[config.mk]
export PLATFORM = sky130hd
export DESIGN_NAME = debug_reg_access
export DESIGN_NICKNAME = d
export VERILOG_FILES = /design/src/rtl/dbg_pkg.sv /design/src/rtl/debug_reg_access.sv
export SDC_FILE = /design/constraint.sdc
export NUM_CORES = 1
export LEC_CHECK = 0
export CORE_MARGIN = 3
export CORE_UTILIZATION = 39
export CTS_BUF_LIST = sky130_fd_sc_hd__clkbuf_4 sky130_fd_sc_hd__clkbuf_8
export DETAILED_ROUTE_END_ITERATION = 8
export PLACE_DENSITY = 0.85
export SLEW_MARGIN = 20
export SYNTH_ARGS = -nofsm -noshare
export SYNTH_HDL_FRONTEND = slang
export SYNTH_SLANG_ARGS = --single-unit
[constraint.sdc]
create_clock -name clock -period 1.85 [get_ports clock]
set_input_delay 0.37 -clock clock [delete_from_list [all_inputs] [get_ports clock]]
set_output_delay 0.37 -clock clock [all_outputs]
set_load 0.005 [all_outputs]
[src/rtl/dbg_pkg.sv]
// dbg_pkg: shared state encoding and widths for the debug register access port
package dbg_pkg;
  localparam int DBG_ADDR_W = 5;
  localparam int DBG_DATA_W = 32;
  localparam int DBG_TIMEOUT_DEFAULT = 64;
  typedef enum logic [1:0] {DBG_IDLE, DBG_HALT, DBG_ACCESS, DBG_RESP} dbg_state_t;
endpackage

[src/rtl/debug_reg_access.sv]
// debug_reg_access: halts the core and performs one debug GPR read/write (halt timeout under DBG_HALT_TIMEOUT_EN)
module debug_reg_access
  import dbg_pkg::*;
#(
  parameter int unsigned TIMEOUT_CYCLES = DBG_TIMEOUT_DEFAULT
) (
  input  logic                  clock,
  input  logic                  reset,
  input  logic                  req_valid,
  output logic                  req_ready,
  input  logic                  req_write,
  input  logic [DBG_ADDR_W-1:0] req_addr,
  input  logic [DBG_DATA_W-1:0] req_wdata,
  output logic                  resp_valid,
  input  logic                  resp_ready,
  output logic [DBG_DATA_W-1:0] resp_rdata,
  output logic                  resp_err,
  output logic                  halt_req,
  input  logic                  halt_ack,
  output logic                  rf_we,
  output logic [DBG_ADDR_W-1:0] rf_waddr,
  output logic [DBG_DATA_W-1:0] rf_wdata,
  output logic [DBG_ADDR_W-1:0] rf_raddr,
  input  logic [DBG_DATA_W-1:0] rf_rdata,
  output logic                  busy
);
  dbg_state_t state_q;
  logic write_q, halt_req_q, rf_we_q, resp_valid_q, resp_err_q;
  logic [DBG_ADDR_W-1:0] addr_q;
  logic [DBG_DATA_W-1:0] wdata_q, resp_rdata_q;
  logic timeout_hit;
`ifdef DBG_HALT_TIMEOUT_EN
  localparam logic [15:0] TO = 16'(TIMEOUT_CYCLES);
  logic [15:0] cnt_q, cnt_d;
  assign cnt_d = cnt_q + 16'd1;
  assign timeout_hit = !halt_ack && cnt_d == TO;
  // Count HALT cycles without ack; held at zero outside HALT so each entry starts fresh
  always_ff @(posedge clock) begin
    if (reset || state_q != DBG_HALT) cnt_q <= '0;
    else if (!halt_ack) cnt_q <= cnt_d;
  end
`else
  logic unused_timeout;
  assign unused_timeout = ^TIMEOUT_CYCLES;
  assign timeout_hit = 1'b0;
`endif
  // Sequencer: accept, halt, one-cycle register access, hold response until taken
  always_ff @(posedge clock) begin
    if (reset) begin
      state_q <= DBG_IDLE;
      write_q <= 1'b0;
      addr_q <= '0;
      wdata_q <= '0;
      halt_req_q <= 1'b0;
      rf_we_q <= 1'b0;
      resp_valid_q <= 1'b0;
      resp_rdata_q <= '0;
      resp_err_q <= 1'b0;
    end else begin
      rf_we_q <= 1'b0;
      case (state_q)
        DBG_IDLE: if (req_valid) begin
          write_q <= req_write;
          addr_q <= req_addr;
          wdata_q <= req_wdata;
          halt_req_q <= 1'b1;
          resp_rdata_q <= '0;
          resp_err_q <= 1'b0;
          state_q <= DBG_HALT;
        end
        DBG_HALT: if (halt_ack) begin
          rf_we_q <= write_q && addr_q != '0;
          state_q <= DBG_ACCESS;
        end else if (timeout_hit) begin
          resp_err_q <= 1'b1;
          resp_rdata_q <= '0;
          resp_valid_q <= 1'b1;
          state_q <= DBG_RESP;
        end
        DBG_ACCESS: begin
          resp_rdata_q <= (write_q || addr_q == '0) ? '0 : rf_rdata;
          resp_valid_q <= 1'b1;
          state_q <= DBG_RESP;
        end
        DBG_RESP: if (resp_ready) begin
          resp_valid_q <= 1'b0;
          halt_req_q <= 1'b0;
          state_q <= DBG_IDLE;
        end
        default: state_q <= DBG_IDLE;
      endcase
    end
  end
  assign req_ready = state_q == DBG_IDLE;
  assign busy = state_q != DBG_IDLE;
  assign halt_req = halt_req_q;
  assign rf_we = rf_we_q;
  assign rf_waddr = addr_q;
  assign rf_wdata = wdata_q;
  assign rf_raddr = addr_q;
  assign resp_valid = resp_valid_q;
  assign resp_rdata = resp_rdata_q;
  assign resp_err = resp_err_q;
endmodule

==> impl_metrics.ini, run 1 <==
[synth]
synth_warnings = 0
ys_types = 26
syn-cell-area_sq_um = 2670
synth_top_area_frac = 0.5623
ys_seq_elements = 75
syn_nets = 363
synth_area_leader_cell = dfxtp_1
syn-instance-count = 283
synth_seq_area_share = 0.5623
syn_avg_cell_area_sq_um = 9.435
yosys-top-cells-area = dfxtp_1, nand2_1, a22o_1, a21oi_1, ha_1

[die]
num_rows = 29
dieArea_sq_um = 7875
die_w_um = 88.74
ios = 155
die_y_um = 88.74
start_util = 0.4111
core_sq_um = 6495

[critical_path]
path_buf_inv = 3
path_cells = inv_2, ha_2, buf_4, dlygate4sd2_1
crit_family = buffers and inverters
critical_path_class = reg -> out
critical_path_arrival_ns = 1.36
crit_path_max_incr_delay_ns = 0.36
cp.depth = 4
cp_max_fo = 4
reg2reg_depth = 6
start_kind = register
critPathRequiredTime_ns = 1.48
slowest_stage = dfxtp_2
endpoint_kind = output pin

[detailed_routing]
wirelength_um = 7425
drtIter0Drc = 53
drcViolationCount = 0
num_vias = 2496
detail_route.wl_per_cell_um = 14.50
drtPass1Iterations = 4
ant_nets = 0
viasPerCell = 4.875

[power_and_ir_drop]
p_per_area_nw_per_um2 = 1164
ir_drop_uv = 829.4
leakage_nw = 1.722
p_sw_mw = 1.460
pwr-share-seq = 0.378
p_comb_frac = 0.311
swShare = 0.2771
clkPwrFrac = 0.311
intPower_mw = 3.810

[cells_and_area]
syn_to_final_growth_pct = 69.49
final_util = 0.6968
layout_common_cells = clkdlybuf4s50_1, nand2_1, dfxtp_1, a21oi_1, a22o_1
layout_commonest_cell = clkdlybuf4s50_1
stdcell_count = 512
diodes = 0
drive_above_1_share = 0.07356
fill_cells = 501
fin_nets = 511

[clock_network]
cts.htree.levels = 3
clock_sinks = 75
cts_tree = built
clk_path_buf_depth = 2
cts_made_buffers = 9
clk_pin_slew_worst_paths_ns = 0.08
post-cts-setup-buffer-count = 0
clock_latency_ns = 0.34
clockRootBuffer = clkbuf_8

[run_status]
outcome = finished clean

[worst_hold_path]
min_path_type = in -> reg
hold_depth = 2

[timing]
fin_crit_sh = 0.9338
grt_setup_unrepaired = false
clock_skew_ns = 0.007995
setup_viol = 0
hold_viol_final = 0
drv_slew = 0
period_minus_slack_ns = 1.728
fin_tns_setup_ns = 0
worst_slack_ns = 0.1225
clock.fmax_mhz = 578.9

[grt]
grt.total_usage = 0.1888
grt_max_degree = 37
grt_pass1_vias = 2427
antenna_found_initial = 0
gr-total-overflow = 0
grt_first_pass_wirelength_um = 11390

[place]
pre_cts_ws_ns = 0.01583
gp_congestion = 0.7853
hpwl_um = 5516
portBuffers = 153
dp_cells = 497

[run]
cap_violations = 0
==> sequential cells by signal, summed over array words and instances, names as in the netlist <==
name	cells
resp_rdata	32
write_q	1
halt_req	1
rf_we	1
resp_valid	1
rf_raddr	5
rf_wdata	32
state_q	2
==> cell usage after synthesis <==
| master | number |
|---|---|
| ha_1 | 5 |
| buf_1 | 1 |
| nor2_1 | 1 |
| a211oi_2 | 1 |
| o21bai_1 | 1 |
| mux2i_1 | 1 |
| dfxtp_1 | 75 |
| nor3_1 | 1 |
| a22o_1 | 32 |
| nand2b_1 | 1 |
| buf_2 | 5 |
| conb_1 | 1 |
| nand2_1 | 82 |
| buf_4 | 6 |
| o211ai_1 | 1 |
| and2_1 | 1 |
| buf_6 | 3 |
| nand4_1 | 1 |
| nor2b_1 | 4 |
| clkbuf_1 | 10 |
| a2111oi_4 | 1 |
| o31ai_1 | 1 |
| or4_1 | 1 |
| nor4_2 | 1 |
| inv_1 | 5 |
| a21oi_1 | 41 |
==> metal layers <==
metal | wire, um | GRT usage | part of all wire
met1 | 2889 | 0.2048 | 0.39
met2 | 3636 | 0.3205 | 0.49
met3 | 828 | 0.09683 | 0.11
met4 | 70 | 0.05769 | 0.0094
met5 | 0 | 0 | 0
==> through the flow <==
stage	power, mW	area, sq um	hold slack, ns
6_report	5.270	4526	0.3562
3_5_place_dp	3.705	4260	0.4479
2_1_floorplan	2.768	2670	0.4354
5_1_grt	5.578	4526	0.3459
3_3_place_gp	3.656	4260	0.4403
4_1_cts	5.339	4526	0.3371
==> power groups by stage <==
| stage | clock [mW] | combinational [mW] | sequential [mW] |
|---|---|---|---|
| floorplan | 0 | 0.739 | 2.03 |
| global placement | 0 | 1.64 | 2.01 |
| detailed placement | 0 | 1.68 | 2.02 |
| CTS | 1.68 | 1.67 | 1.99 |
| global route | 1.73 | 1.83 | 2.02 |
| finish | 1.64 | 1.64 | 1.99 |
==> final timing paths <==
check                from  slack [ns]        endpoint
max            state_q[0]        0.12       req_ready
min                 reset        0.36      resp_valid
max reg2reg    state_q[0]        0.20  resp_rdata[24]
min reg2reg  rf_wdata[27]        0.45    rf_wdata[27]
==> cell type report <==
type	count	area [sq um]	area share
clock buffers	10	137.6	0.03041
flip-flops and latches	75	1504	0.3323
inverters	5	18.77	0.004147
clock inverters	5	125.1	0.02765
repair buffers	162	1629	0.3600
multi-input cells	178	1015	0.2242
well taps	77	96.34	0.02129
==> logic make-up (layout without fill, tap and decap cells) <==
logic type | after synthesis | in the layout | share of synthesized area
mux | 1 | 1 | 0.003749
simple gates | 93 | 93 | 0.1425
other cells | 1 | 1 | 0.001404
flops | 75 | 75 | 0.5623
fa+ha+maj | 5 | 5 | 0.02343
buf+inv | 30 | 182 | 0.06138
compound gates | 78 | 78 | 0.2053
==> timing repair <==
| item | 4_1_cts | 5_1_grt |
|---|---|---|
| hold buffers | 0 | 0 |
| setup endpoints to repair | 2 | 0 |
| endpoints found under the hold margin | 0 | 0 |
| resized for setup | 6 | 0 |
(Power assumes the default switching activity.)
==> inputs of run 2 (changes only) <==
--- a/config.mk
+++ b/config.mk
@@ -10,7 +10,9 @@
 export CTS_BUF_LIST = sky130_fd_sc_hd__clkbuf_4 sky130_fd_sc_hd__clkbuf_8
 export DETAILED_ROUTE_END_ITERATION = 8
 export PLACE_DENSITY = 0.85
-export SLEW_MARGIN = 20
+export REMOVE_ABC_BUFFERS = 1
+export SETUP_SLACK_MARGIN = 0.2
+export SLEW_MARGIN = 40
 export SYNTH_ARGS = -nofsm -noshare
 export SYNTH_HDL_FRONTEND = slang
 export SYNTH_SLANG_ARGS = --single-unit
==> impl_metrics.ini, run 2 (synthesis results as in run 1) <==
[die]
start_util = 0.4111
core_sq_um = 6495
die_w_um = 88.74
ios = 155
dieArea_sq_um = 7875
num_rows = 29
die_y_um = 88.74

[grt]
gr-total-overflow = 0
antenna_found_initial = 0
grt_pass1_vias = 2443
grtUsageMet3 = 0.04655
grt_most_used_layer = met2
grt.total_usage = 0.1894
grt_max_degree = 39
grt_first_pass_wirelength_um = 11580
use_met1 = 0.2151
use_met2 = 0.3333

[detailed_routing]
detail_route.wl_per_cell_um = 15.22
viasPerCell = 4.934
drcViolationCount = 0
ant_nets = 0
drtIter0Drc = 110
wirelength_um = 7836
num_vias = 2541
drtPass1Iterations = 4

[critical_path]
critical_path_arrival_ns = 1.87
critical_path_class = reg -> reg
crit_path_max_incr_delay_ns = 0.36
crit_family = compound AO/OA/AOI/OAI gates
cp.depth = 7
path_buf_inv = 3
worstReg2RegStart = state_q[0]
reg2reg_depth = 7
regToRegSetupSlack_ns = 0.25
critPathRequiredTime_ns = 2.12
cp-startpoint = state_q[0]
cp_max_fo = 16
rr_endpoint = resp_rdata[5]
slowest_stage = dfxtp_2
start_kind = register
endpoint_kind = register
path_cells = inv_4, ha_4, nor2b_4, a2111oi_4, buf_6, clkbuf_16, a22o_1
crit_end = resp_rdata[5]

[clock_network]
cts_made_buffers = 9
cts_tree = built
clockRootBuffer = clkbuf_8
cts_hold_buf = 0
cts.htree.levels = 3
clk_path_buf_depth = 2
clock_latency_ns = 0.33
clk_pin_slew_worst_paths_ns = 0.08
clock_sinks = 75

[timing]
worst_slack_ns = 0.2518
clock_skew_ns = 0.006263
grt_setup_unrepaired = true
hold_viol_final = 0
clock.fmax_mhz = 625.7
period_minus_slack_ns = 1.598
setup_viol = 0
drv_slew = 0
fin_crit_sh = 0.8639

[cells_and_area]
final_util = 0.7045
syn_to_final_growth_pct = 71.37
layout_commonest_cell = clkdlybuf4s50_1
fin_nets = 513
drive_above_1_share = 0.09817
layout_common_cells = clkdlybuf4s50_1, nand2_1, dfxtp_1, a21oi_1, a22o_1
diodes = 0
stdcell_area_sq_um = 4576

[run]
cap_violations = 0

[power_and_ir_drop]
p_per_area_nw_per_um2 = 1118
ir_drop_uv = 466.2
leakage_nw = 1.736

[run_status]
outcome = finished clean

[place]
hpwl_um = 5484
gp_congestion = 0.7583
post_dp_cell_area_sq_um = 4238
portBuffers = 153
pre_cts_ws_ns = 0.04431

[worst_hold_path]
min_path_type = in -> reg
==> run 2: power breakdown <==
group	internal, mW	switching (mW)	total [mW]
clock	0.847	0.567	1.41
combinational	0.939	0.771	1.71
sequential	1.86	0.137	1.99
==> run 2: how the worst min path moves through the flow <==
stage | end | slack (ns) | cells past startpoint | from
after floorplan | rf_we | 0.44 | 2 | write_q
after global placement | rf_wdata[28] | 0.44 | 2 | rf_wdata[28]
after detailed placement | rf_wdata[27] | 0.45 | 2 | rf_wdata[27]
after CTS | resp_valid | 0.42 | 2 | reset
after global routing | rf_wdata[17] | 0.46 | 2 | reset
final | resp_valid | 0.43 | 2 | reset
==> run 2: what timing repair did <==
action | CTS | global route
setup endpoints to repair | 34 | 42
buffers inserted | 2 | 1
cloned | 0 | 2
pin swaps | 0 | 1
resized for setup | 10 | 9
==> run 2: worst reg2reg max path, cell delays in order (launching register included) <==
cell       delay (ns)
dfxtp_2          0.36
inv_4            0.05
ha_4             0.17
nor2b_4          0.14
a2111oi_4        0.33
buf_6            0.18
clkbuf_16        0.17
a22o_1           0.15
==> run 2: layer usage <==
metal | share of wire | up-vias
met1 | 0.40 | 1196
met3 | 0.046 | 14
met2 | 0.53 | 84
met5 | 0 | -
met4 | 0.020 | 0
li1 | - | 1247
==> run 2: per-stage QoR <==
stage | total power, mW | cells | setup TNS [ns] | hold WS (ns)
after floorplan | 2.663 | 258 | -22.99 | 0.4354
after global placement | 3.591 | 494 | 0 | 0.4405
after detailed placement | 3.648 | 494 | 0 | 0.4453
after CTS | 5.117 | 512 | 0 | 0.4236
after global routing | 5.418 | 515 | 0 | 0.4595
final | 5.117 | 515 | 0 | 0.4331
==> run 2: cell type report <==
type | count | area [sq um]
Inverter | 5 | 21.27
Clock inverter | 4 | 72.57
Tap cell | 77 | 96.34
Clock buffer | 12 | 158.9
Multi-Input combinational cell | 178 | 1032
Sequential cell | 75 | 1510
Fill cell | 519 | 1919
Timing Repair Buffer | 164 | 1684
==> inputs of run 3 (changes only) <==
--- a/config.mk
+++ b/config.mk
@@ -5,6 +5,7 @@
 export SDC_FILE = /design/constraint.sdc
 export NUM_CORES = 1
 export LEC_CHECK = 0
+export CAP_MARGIN = 0
 export CORE_MARGIN = 3
 export CORE_UTILIZATION = 39
 export CTS_BUF_LIST = sky130_fd_sc_hd__clkbuf_4 sky130_fd_sc_hd__clkbuf_8
@@ -12,6 +13,7 @@
 export PLACE_DENSITY = 0.85
 export REMOVE_ABC_BUFFERS = 1
 export SETUP_SLACK_MARGIN = 0.2
+export SKIP_LAST_GASP = 1
 export SLEW_MARGIN = 40
 export SYNTH_ARGS = -nofsm -noshare
 export SYNTH_HDL_FRONTEND = slang
==> results of run 3 <==
The final DEF is identical to that of run 2; final timing and power are the same.
